File: config.mk
export PLATFORM = sky130hd
export DESIGN_NAME = wb_sequencer
export DESIGN_NICKNAME = d
export VERILOG_FILES = /design/src/rtl/wb_sequencer.sv
export SDC_FILE = /design/constraint.sdc
export NUM_CORES = 1
export LEC_CHECK = 0
export BUFFER_PORTS_ARGS = -buffer_cell sky130_fd_sc_hd__buf_2
export CAP_MARGIN = 15
export CORE_ASPECT_RATIO = 0.9
export CORE_MARGIN = 4
export CORE_UTILIZATION = 35
export DETAILED_ROUTE_END_ITERATION = 6
export PLACE_DENSITY = 0.58
export RECOVER_POWER = 100
export SLEW_MARGIN = 0
export SYNTH_ARGS = -nofsm -noshare
export SYNTH_HDL_FRONTEND = slang
export SYNTH_SLANG_ARGS = --single-unit
export TNS_END_PERCENT = 100
File: constraint.sdc
create_clock -name clk -period 2.6 [get_ports clk]
set_clock_uncertainty 0.2 [all_clocks]
set_input_delay 0.13 -clock clk [delete_from_list [all_inputs] [get_ports clk]]
set_output_delay 0.13 -clock clk [all_outputs]
set_load 0.01 [all_outputs]
File: src/rtl/wb_sequencer.sv
// Write-back sequencer for the multicycle MIPS register file: performs the post-reset
// $sp init write, then serves one write-back request at a time with a ready timeout.
//
// state      | meaning
// -----------+------------------------------------------------------------
// S_INIT     | reset state; next edge drives the $sp init write
// S_INIT_END | init write in flight; next edge clears it and sets init_done
// S_IDLE     | waiting for wb_req
// S_WAIT     | request latched; polling src_ready[src_q] with timeout
// S_WRITE    | write/ack cycle in flight; next edge returns to idle
// S_ERR      | abort pulse in flight; next edge returns to idle
module wb_sequencer #(
    parameter int unsigned TIMEOUT = 16,   // legal 1..255
    parameter int unsigned SP_ADDR = 29
) (
    input  logic       clk,
    input  logic       reset_n,
    input  logic       wb_req,
    input  logic [2:0] wb_src,
    input  logic [4:0] wb_dst,
    input  logic [5:0] src_ready,
    output logic [2:0] mux_sel,
    output logic       reg_write,
    output logic [4:0] reg_addr,
    output logic       wb_busy,
    output logic       wb_ack,
    output logic       wb_err,
    output logic       init_done
);

    typedef enum logic [2:0] {
        S_INIT, S_INIT_END, S_IDLE, S_WAIT, S_WRITE, S_ERR
    } state_t;

    localparam logic [7:0] CNT_LAST = 8'(TIMEOUT - 1);
    localparam logic [2:0] SEL_SP   = 3'd6;

    state_t     state, state_nxt;
    logic [7:0] cnt, cnt_nxt;
    logic [2:0] src_q, src_nxt;
    logic [4:0] dst_q, dst_nxt;
    logic [2:0] mux_sel_nxt;
    logic [4:0] reg_addr_nxt;
    logic       reg_write_nxt, wb_busy_nxt, wb_ack_nxt, wb_err_nxt, init_done_nxt;
    logic [7:0] ready_ext;
    logic       ready_sel;

    // Widened so the 3-bit source code indexes in range.
    assign ready_ext = {2'b00, src_ready};
    assign ready_sel = ready_ext[src_q];

    // Outputs are registered: each value below is what the output shows after this edge.
    always_comb begin
        state_nxt     = state;
        cnt_nxt       = cnt;
        src_nxt       = src_q;
        dst_nxt       = dst_q;
        mux_sel_nxt   = 3'd0;
        reg_addr_nxt  = 5'd0;
        reg_write_nxt = 1'b0;
        wb_ack_nxt    = 1'b0;
        wb_err_nxt    = 1'b0;
        wb_busy_nxt   = wb_busy;
        init_done_nxt = init_done;
        case (state)
            S_INIT: begin
                mux_sel_nxt   = SEL_SP;
                reg_addr_nxt  = 5'(SP_ADDR);
                reg_write_nxt = 1'b1;
                state_nxt     = S_INIT_END;
            end
            S_INIT_END: begin
                init_done_nxt = 1'b1;
                state_nxt     = S_IDLE;
            end
            S_IDLE: begin
                if (wb_req) begin
                    src_nxt     = wb_src;
                    dst_nxt     = wb_dst;
                    wb_busy_nxt = 1'b1;
                    if (wb_src >= 3'd6) begin
                        wb_err_nxt = 1'b1;
                        state_nxt  = S_ERR;
                    end else begin
                        cnt_nxt   = 8'd0;
                        state_nxt = S_WAIT;
                    end
                end
            end
            S_WAIT: begin
                if (ready_sel) begin
                    mux_sel_nxt   = src_q;
                    reg_addr_nxt  = dst_q;
                    reg_write_nxt = (dst_q != 5'd0);
                    wb_ack_nxt    = 1'b1;
                    state_nxt     = S_WRITE;
                end else if (cnt == CNT_LAST) begin
                    wb_err_nxt = 1'b1;
                    state_nxt  = S_ERR;
                end else begin
                    cnt_nxt = cnt + 8'd1;
                end
            end
            S_WRITE, S_ERR: begin
                wb_busy_nxt = 1'b0;
                state_nxt   = S_IDLE;
            end
            default: state_nxt = S_INIT;
        endcase
    end

    always_ff @(posedge clk or negedge reset_n) begin
        if (!reset_n) begin
            state     <= S_INIT;
            cnt       <= 8'd0;
            src_q     <= 3'd0;
            dst_q     <= 5'd0;
            mux_sel   <= 3'd0;
            reg_addr  <= 5'd0;
            reg_write <= 1'b0;
            wb_busy   <= 1'b0;
            wb_ack    <= 1'b0;
            wb_err    <= 1'b0;
            init_done <= 1'b0;
        end else begin
            state     <= state_nxt;
            cnt       <= cnt_nxt;
            src_q     <= src_nxt;
            dst_q     <= dst_nxt;
            mux_sel   <= mux_sel_nxt;
            reg_addr  <= reg_addr_nxt;
            reg_write <= reg_write_nxt;
            wb_busy   <= wb_busy_nxt;
            wb_ack    <= wb_ack_nxt;
            wb_err    <= wb_err_nxt;
            init_done <= init_done_nxt;
        end
    end

endmodule

==> tab_implementation.tex, run 1 <==
\begin{tabular}{lr}
\hline
Metric & Value \\
\hline
\multicolumn{2}{l}{\textbf{CTS}} \\
Num CTS Buffers & 5 \\
Maximum root-to-sink buffer count & 2 \\
CTS tree & yes \\
Clock transition at the registers of the reported paths & 0.06 ns \\
Clock H-tree levels & 2 \\
Quantity of gates resized following cts & 0 \\
Number of buffers added to fix hold violations after cts & 9 \\
Setup bufs post-CTS & 0 \\
Clock insertion delay at the later pin of the skew report & 0.28 ns \\
TritonCTS Sinks & 32 \\
Cell chosen for the clock root & sky130\_fd\_sc\_hd\_\_clkbuf\_8 \\
\multicolumn{2}{l}{\textbf{Final layout}} \\
Area growth from synthesis to layout & 23.0\% \\
Antenna Cells & 0 \\
Final Non-Filler Cells & 248 \\
Most common cell after layout, fill and taps aside & sky130\_fd\_sc\_hd\_\_dfrtp\_1 \\
Commonest cells after routing, fill and taps aside & sky130\_fd\_sc\_hd\_\_dfrtp\_1, sky130\_fd\_sc\_hd\_\_buf\_2, sky130\_fd\_sc\_hd\_\_clkbuf\_1 \\
Fraction of final layout cells sized beyond drive strength 1 & 19.7\% \\
Total number of nets in the final design & 206 \\
\multicolumn{2}{l}{\textbf{Run status}} \\
Run status & finished clean \\
\multicolumn{2}{l}{\textbf{STA}} \\
Unrepaired setup endpoints after global routing & no \\
Crit path time final & 2.21 ns \\
Number of slew-limit violations in the final report & 0 \\
Accumulated negative setup slack & 0 ns \\
Total count of hold-check failures in the final report & 0 \\
Period utilization & 85.1\% \\
Slew headroom & 51.1\% \\
Least setup slack across all paths after layout & 0.389 ns \\
Tightest Pin Transition & 0.729 ns \\
Total setup violations reported at the end of the flow & 0 \\
Achievable clock frequency & 452 MHz \\
\multicolumn{2}{l}{\textbf{Routing}} \\
Detail-routed via count per cell & 5.27 \\
Number of design rule violations left after detail routing & 0 \\
Detailed-route wire length on metal 1 & 1.73 mm \\
Detailed-route wire length & 3.53 mm \\
Detailed-routed wire length on met3 & 190 um \\
Uppermost signal routing layer after detailed routing & met4 \\
Number of iterations in the first detailed-routing pass & 4 \\
WL/cell & 14.3 um \\
Number of vias in the routed layout & 1308 \\
Count of antenna-violating nets left after detailed routing & 0 \\
Violation count after the first detailed-routing iteration & 125 \\
Met2 layer wire length in the routed design & 1.59 mm \\
\multicolumn{2}{l}{\textbf{Synth}} \\
Syn. warnings & 0 \\
Number of cells produced by synthesis & 147 \\
Post-synthesis cell area & 0.00157 mm\^{}2 \\
Average size of a mapped cell & 10.7 um\^{}2 \\
Cell variety after synth & 44 \\
Sequential area share after synthesis & 50.9\% \\
Yosys reg bits & 32 \\
Number of nets in the synthesized netlist & 165 \\
\multicolumn{2}{l}{\textbf{Setup path}} \\
Required arrival time at the worst endpoint & 2.57 ns \\
Worst Setup Start Kind & register \\
Peak fanout along the critical path & 10 \\
Critical path class & register to register \\
CP endpoint kind & register \\
Endpoint arrival time on the critical path & 2.18 ns \\
\multicolumn{2}{l}{\textbf{Power and ir drop}} \\
P\_leak & 0.879 nW \\
Power density of the placed cells & 1060 mW/mm\^{}2 \\
Max IR drop VDD & 0.480 mV \\
\multicolumn{2}{l}{\textbf{Min path}} \\
Worst hold path type & input pin to register \\
\multicolumn{2}{l}{\textbf{Global routing}} \\
Global-route wire length before repair & 6.03 mm \\
Initial antenna violation count & 0 \\
Pin count of the biggest net entering global routing & 33 \\
Via count of the first global-routing pass & 1256 \\
Final global-route overflow total & 0 \\
Overall track demand over capacity in global routing & 13.4\% \\
\multicolumn{2}{l}{\textbf{Placement}} \\
Cell count after placement & 232 \\
Count of input and output buffers & 29 \\
Half-perimeter wire length after placement & 2.52 mm \\
Final GP Congestion & 0.937 \\
Worst slack after detailed placement & 0.545 ns \\
\multicolumn{2}{l}{\textbf{Floorplanning}} \\
Chip Height & 71.6 um \\
Top Ports & 30 \\
Starting density of the core & 37.4\% \\
Die outline width & 78.7 um \\
Die area & 0.00564 mm\^{}2 \\
Placement row count & 22 \\
Placeable core region & 0.00421 mm\^{}2 \\
\multicolumn{2}{l}{\textbf{Job}} \\
Reported max-cap violation count & 0 \\
\hline
\end{tabular}
## registers in the layout, indices dropped and copies added, names as in the netlist
signal	flops
cnt	8
wb_err	1
state	3
reg_write	1
init_done	1
wb_ack	1
reg_addr	5
mux_sel	3
src_q	3
dst_q	5
wb_busy	1
## worst max-delay path, stage by stage (launching register included)
cell                      delay (ns)
sky130_fd_sc_hd__dfrtp_1        0.45
sky130_fd_sc_hd__mux2_1         0.38
sky130_fd_sc_hd__a22oi_2        0.46
sky130_fd_sc_hd__a21oi_1        0.33
sky130_fd_sc_hd__and2_2         0.29
## routing by layer
layer / up-vias / global-route usage, %
met3: 2 / 3.77
met1: 633 / 18.1
met4: 0 / 4.08
met2: 38 / 20.9
li1: 635 / -
met5: - / 0
## area by class of cell
| class | count | area (um^2) |
|---|---|---|
| Timing Repair Buffer | 39 | 226 |
| Sequential cell | 32 | 801 |
| Inverter | 3 | 11.3 |
| Multi-Input combinational cell | 107 | 726 |
| Clock buffer | 7 | 96.3 |
| Fill cell | 386 | 2280 |
| Tap cell | 60 | 75.1 |
## worst paths after layout
kind,start,to,slack (ns),cells after the start
setup / recovery,src_q[0]$_DFFE_PN0P_,mux_sel[0]$_DFF_PN0_,0.39,4
hold / removal,src_ready[5],mux_sel[2]$_DFF_PN0_,0.07,3
setup reg to reg,src_q[0]$_DFFE_PN0P_,mux_sel[0]$_DFF_PN0_,0.39,4
hold reg to reg,init_done$_DFFE_PN0N_,init_done$_DFFE_PN0N_,0.27,1
max in group asynchronous,reset_n,cnt[2]$_DFFE_PN0P_,1.51,2
min in group asynchronous,reset_n,wb_busy$_DFFE_PN0P_,0.24,2
## where the power goes
| group | switching (mW) | leakage [nW] | internal (mW) |
|---|---|---|---|
| clock | 0.171 | 0.0503 | 0.236 |
| combinational | 0.443 | 0.424 | 0.354 |
| sequential | 0.168 | 0.405 | 0.670 |
| total | 0.782 | 0.879 | 1.26 |
## cells in the mapped netlist (all sizes together)
cell type  count  area share (%)
nor2b          3             1.2
o22ai          1            0.40
a31oi          1            0.40
or4b           1            0.64
a41oi          1            0.56
nor4b          1            0.56
ha             1            0.79
mux2          11             8.6
nand2          9             2.1
dfrtp         32              51
o211ai         1            0.48
clkbuf         4            0.95
a2bb2oi        1            0.56
and3b          1            0.56
nand4b         2             1.1
nor3           5             1.6
a32oi          1            0.56
buf            1            0.32
a31o           1            0.56
a21oi          4             1.5
o311ai         2             1.1
a21o           8             3.8
o21a           1            0.48
a21boi         2            0.95
a22o           3             2.2
inv            3            0.72
a221o          1            0.64
and3           3             1.2
nor4           4             1.6
nor2           9             2.1
nand2b         1            0.40
a22oi          2             1.3
and4b          1            0.64
nand4          1            0.40
and2           3             1.3
nand3b         1            0.48
nand3         12             3.8
o21ai          8             2.5
## cell families after synthesis
logic type,count (synthesis),share of synthesized area [%]
buffers and inverters,8,1.99
and+or+nand+nor,57,19.7
muxes,11,8.59
DFF,32,50.9
adders and majority gates,1,0.795
AOI/OAI and AO/OA,38,18.0
## stage by stage
step / utilization, % / hold WS, ns / power, mW / area [um^2]
final: 46.0 / 0.0712 / 2.04 / 1940
after floorplan: - / -0.366 / 1.43 / 1570
after detailed placement: 42.3 / 0.0233 / 1.68 / 1780
after global routing: 46.0 / 0.0913 / 2.20 / 1940
after CTS: 46.7 / 0.0838 / 2.09 / 1970
after global placement: 42.3 / 0.0141 / 1.65 / 1780
Power figures use the tool's default switching activity.
==> inputs of run 2 (changes only) <==
- MAX_ROUTING_LAYER: default -> met4
==> run 2 against run 1 <==
  * The run now ends with capacitance limit, slew limit left
  * Global-route usage up 1.2 points
  * Worst hold slack worse by 0.0091 ns
  * Sequential power about the same
  * Sequential share of layout area about the same
  * Core utilization about the same
  * Clock power about the same
  * Fmax up 1.6%
  * Setup slack better by 0.036 ns
==> tab_implementation.tex, run 2 (synthesized netlist as in run 1, its figures left out) <==
\begin{tabular}{lr}
\hline
Metric & Value \\
\hline
\multicolumn{2}{l}{\textbf{Placement}} \\
Count of input and output buffers & 29 (unchanged) \\
Final GP Congestion & 0.975 (+4.1\%) \\
Half-perimeter wire length after placement & 2.53 mm (+0.21\%) \\
Cell count after placement & 232 (unchanged) \\
\multicolumn{2}{l}{\textbf{Routing}} \\
WL/cell & 14.5 um (+2.1\%) \\
Detail-routed via count per cell & 5.30 (+0.54\%) \\
Violation count after the first detailed-routing iteration & 102 (-18\%) \\
Count of antenna-violating nets left after detailed routing & 0 (unchanged) \\
Number of iterations in the first detailed-routing pass & 4 (unchanged) \\
Number of design rule violations left after detail routing & 0 (unchanged) \\
Detailed-route wire length & 3.61 mm (+2.1\%) \\
Number of vias in the routed layout & 1315 (+0.54\%) \\
\multicolumn{2}{l}{\textbf{STA}} \\
Achievable clock frequency & 460 MHz (+1.6\%) \\
Tightest Pin Transition & 1.68 ns (+0.950 ns) \\
Total setup violations reported at the end of the flow & 0 (unchanged) \\
Number of slew-limit violations in the final report & 33 (+33) \\
Period utilization & 83.7\% (-1.4 points) \\
Slew headroom & -12.0\% (-63 points) \\
Accumulated negative setup slack & 0 ns (unchanged) \\
Total count of hold-check failures in the final report & 0 (unchanged) \\
Crit path time final & 2.18 ns (-0.0357 ns) \\
Unrepaired setup endpoints after global routing & no \\
\multicolumn{2}{l}{\textbf{Setup path}} \\
Gate family responsible for the most delay along the worst path & compound AO/OA/AOI/OAI gates \\
Path length in cells of the critical path & 4 (unchanged) \\
Max stage delay on crit path & 0.45 ns (about the same) \\
Logic depth of the worst register-to-register path & 4 (unchanged) \\
Worst Setup Start Kind & register \\
Peak fanout along the critical path & 10 (unchanged) \\
Cells traversed along the worst timing path & mux2\_1 -> a22oi\_2 -> a21oi\_1 -> and2\_2 \\
Critical path class & register to register \\
Number of buffer and inverter stages on the critical path & 0 (unchanged) \\
Endpoint arrival time on the critical path & 2.15 ns (-0.03 ns) \\
Required arrival time at the worst endpoint & 2.58 ns (about the same) \\
CP endpoint kind & register \\
Cell with the largest stage delay on the worst path & sky130\_fd\_sc\_hd\_\_dfrtp\_1 \\
\multicolumn{2}{l}{\textbf{CTS}} \\
Clock transition at the registers of the reported paths & 0.06 ns (about the same) \\
Maximum root-to-sink buffer count & 2 (unchanged) \\
Cell chosen for the clock root & sky130\_fd\_sc\_hd\_\_clkbuf\_8 \\
TritonCTS Sinks & 32 (unchanged) \\
Clock insertion delay at the later pin of the skew report & 0.28 ns (about the same) \\
Num CTS Buffers & 5 (unchanged) \\
Quantity of gates resized following cts & 0 (unchanged) \\
Setup bufs post-CTS & 0 (unchanged) \\
CTS tree & yes \\
Clock H-tree levels & 2 (unchanged) \\
\multicolumn{2}{l}{\textbf{Final layout}} \\
Most common cell after layout, fill and taps aside & sky130\_fd\_sc\_hd\_\_dfrtp\_1 \\
Commonest cells after routing, fill and taps aside & sky130\_fd\_sc\_hd\_\_dfrtp\_1, sky130\_fd\_sc\_hd\_\_buf\_2, sky130\_fd\_sc\_hd\_\_clkbuf\_1 \\
Total number of nets in the final design & 206 (unchanged) \\
Antenna Cells & 0 (unchanged) \\
Area growth from synthesis to layout & 22.9\% (about the same) \\
Final Non-Filler Cells & 248 (unchanged) \\
Number of filler instances in the final layout & 403 (+4.4\%) \\
Number of flip-flops under the largest register name & 8 (unchanged) \\
Largest registers in the final layout & cnt: 8 flops, dst\_q: 5 flops, reg\_addr: 5 flops \\
Fraction of final layout cells sized beyond drive strength 1 & 19.1\% (-0.53 points) \\
Register containing the most flip-flops in the final layout & cnt \\
\multicolumn{2}{l}{\textbf{Power and ir drop}} \\
Total power & 2.04 mW (-0.26\%) \\
Max IR drop VDD & 0.452 mV (-5.8\%) \\
Power density of the placed cells & 1050 mW/mm\^{}2 (-0.19\%) \\
P\_leak & 0.876 nW (-0.31\%) \\
\multicolumn{2}{l}{\textbf{Min path}} \\
Worst hold path type & input pin to register \\
Number of instances on the worst hold path & 3 (unchanged) \\
\multicolumn{2}{l}{\textbf{Global routing}} \\
Overall track demand over capacity in global routing & 14.7\% (+1.2 points) \\
Pin count of the biggest net entering global routing & 33 (unchanged) \\
Final global-route overflow total & 0 (unchanged) \\
Initial antenna violation count & 0 (unchanged) \\
Via count of the first global-routing pass & 1290 (+2.7\%) \\
Global-route wire length before repair & 6.13 mm (+1.7\%) \\
\multicolumn{2}{l}{\textbf{Floorplanning}} \\
Placement row count & 22 (unchanged) \\
Top Ports & 30 (unchanged) \\
Placeable core region & 0.00421 mm\^{}2 (unchanged) \\
Chip Height & 71.6 um (unchanged) \\
Starting density of the core & 37.4\% (unchanged) \\
Die area & 0.00564 mm\^{}2 (unchanged) \\
Die outline width & 78.7 um (unchanged) \\
\multicolumn{2}{l}{\textbf{Run status}} \\
Failing checks & capacitance limit, slew limit \\
Run status & complete, but fails checks \\
\multicolumn{2}{l}{\textbf{Job}} \\
Reported max-cap violation count & 1 (+1) \\
\hline
\end{tabular}
-- run 2: cell types whose count changed in the layout (fill, tap and decap cells not counted), sizes merged --
cell / before / now
buf: 17 / 16
clkbuf: 20 / 21
-- run 2: worst paths after layout --
path                                        from                    end  slack [ns]
max                         src_q[0]$_DFFE_PN0P_   mux_sel[0]$_DFF_PN0_        0.42
min                                 src_ready[5]   mux_sel[2]$_DFF_PN0_        0.06
max reg2reg                 src_q[0]$_DFFE_PN0P_   mux_sel[0]$_DFF_PN0_        0.42
min reg2reg                init_done$_DFFE_PN0N_  init_done$_DFFE_PN0N_        0.26
max in group asynchronous                reset_n   src_q[1]$_DFFE_PN0P_        0.61
min in group asynchronous                reset_n   dst_q[3]$_DFFE_PN0P_        0.62
-- run 2: power breakdown --
part | internal [mW] | leakage, nW | switching, mW
combinational | 0.354 | 0.421 | 0.438
sequential | 0.671 | 0.405 | 0.168
clock | 0.235 | 0.0503 | 0.172
total | 1.26 | 0.876 | 0.777
-- run 2: final cells by class --
class | instances | area [um^2] | area share (%)
Sequential cell | 32 | 801 | 41.4
Multi-Input combinational cell | 107 | 726 | 37.5
Timing Repair Buffer | 39 | 225 | 11.6
Clock buffer | 7 | 96.3 | 4.98
Tap cell | 60 | 75.1 | 3.88
Inverter | 3 | 11.3 | 0.582
-- run 2: layer usage --
metal,GRT usage (%),share of wire (%)
met3,4.65,5.5
met4,6.02,1.7
met5,-,0
met1,18.4,46
met2,21.9,46
-- run 2: worst register-to-register path, delay by kind of cell, from the launching register on --
kind | cells | cell delay (ns)
AOI/OAI and AO/OA | 2 | 0.75
muxes | 1 | 0.39
DFF | 1 | 0.45
and+or+nand+nor | 1 | 0.28
-- run 2: metrics by stage --
step / hold slack [ns] / util [%] / setup WS, ns / instance area, um^2
after global placement: 0.00821 / 42.3 / 0.594 / 1780
after global routing: 0.0640 / 45.9 / 0.220 / 1930
final: 0.0621 / 45.9 / 0.424 / 1930
after CTS: 0.0600 / 46.7 / 0.554 / 1970
after detailed placement: 0.0177 / 42.3 / 0.569 / 1780
after floorplan: -0.366 / - / 0.665 / 1570
-- run 2: what timing repair did --
item                                    CTS  global route
hold buffers                              9             0
endpoints found under the setup margin    0             0
hold endpoints to repair                 41             0
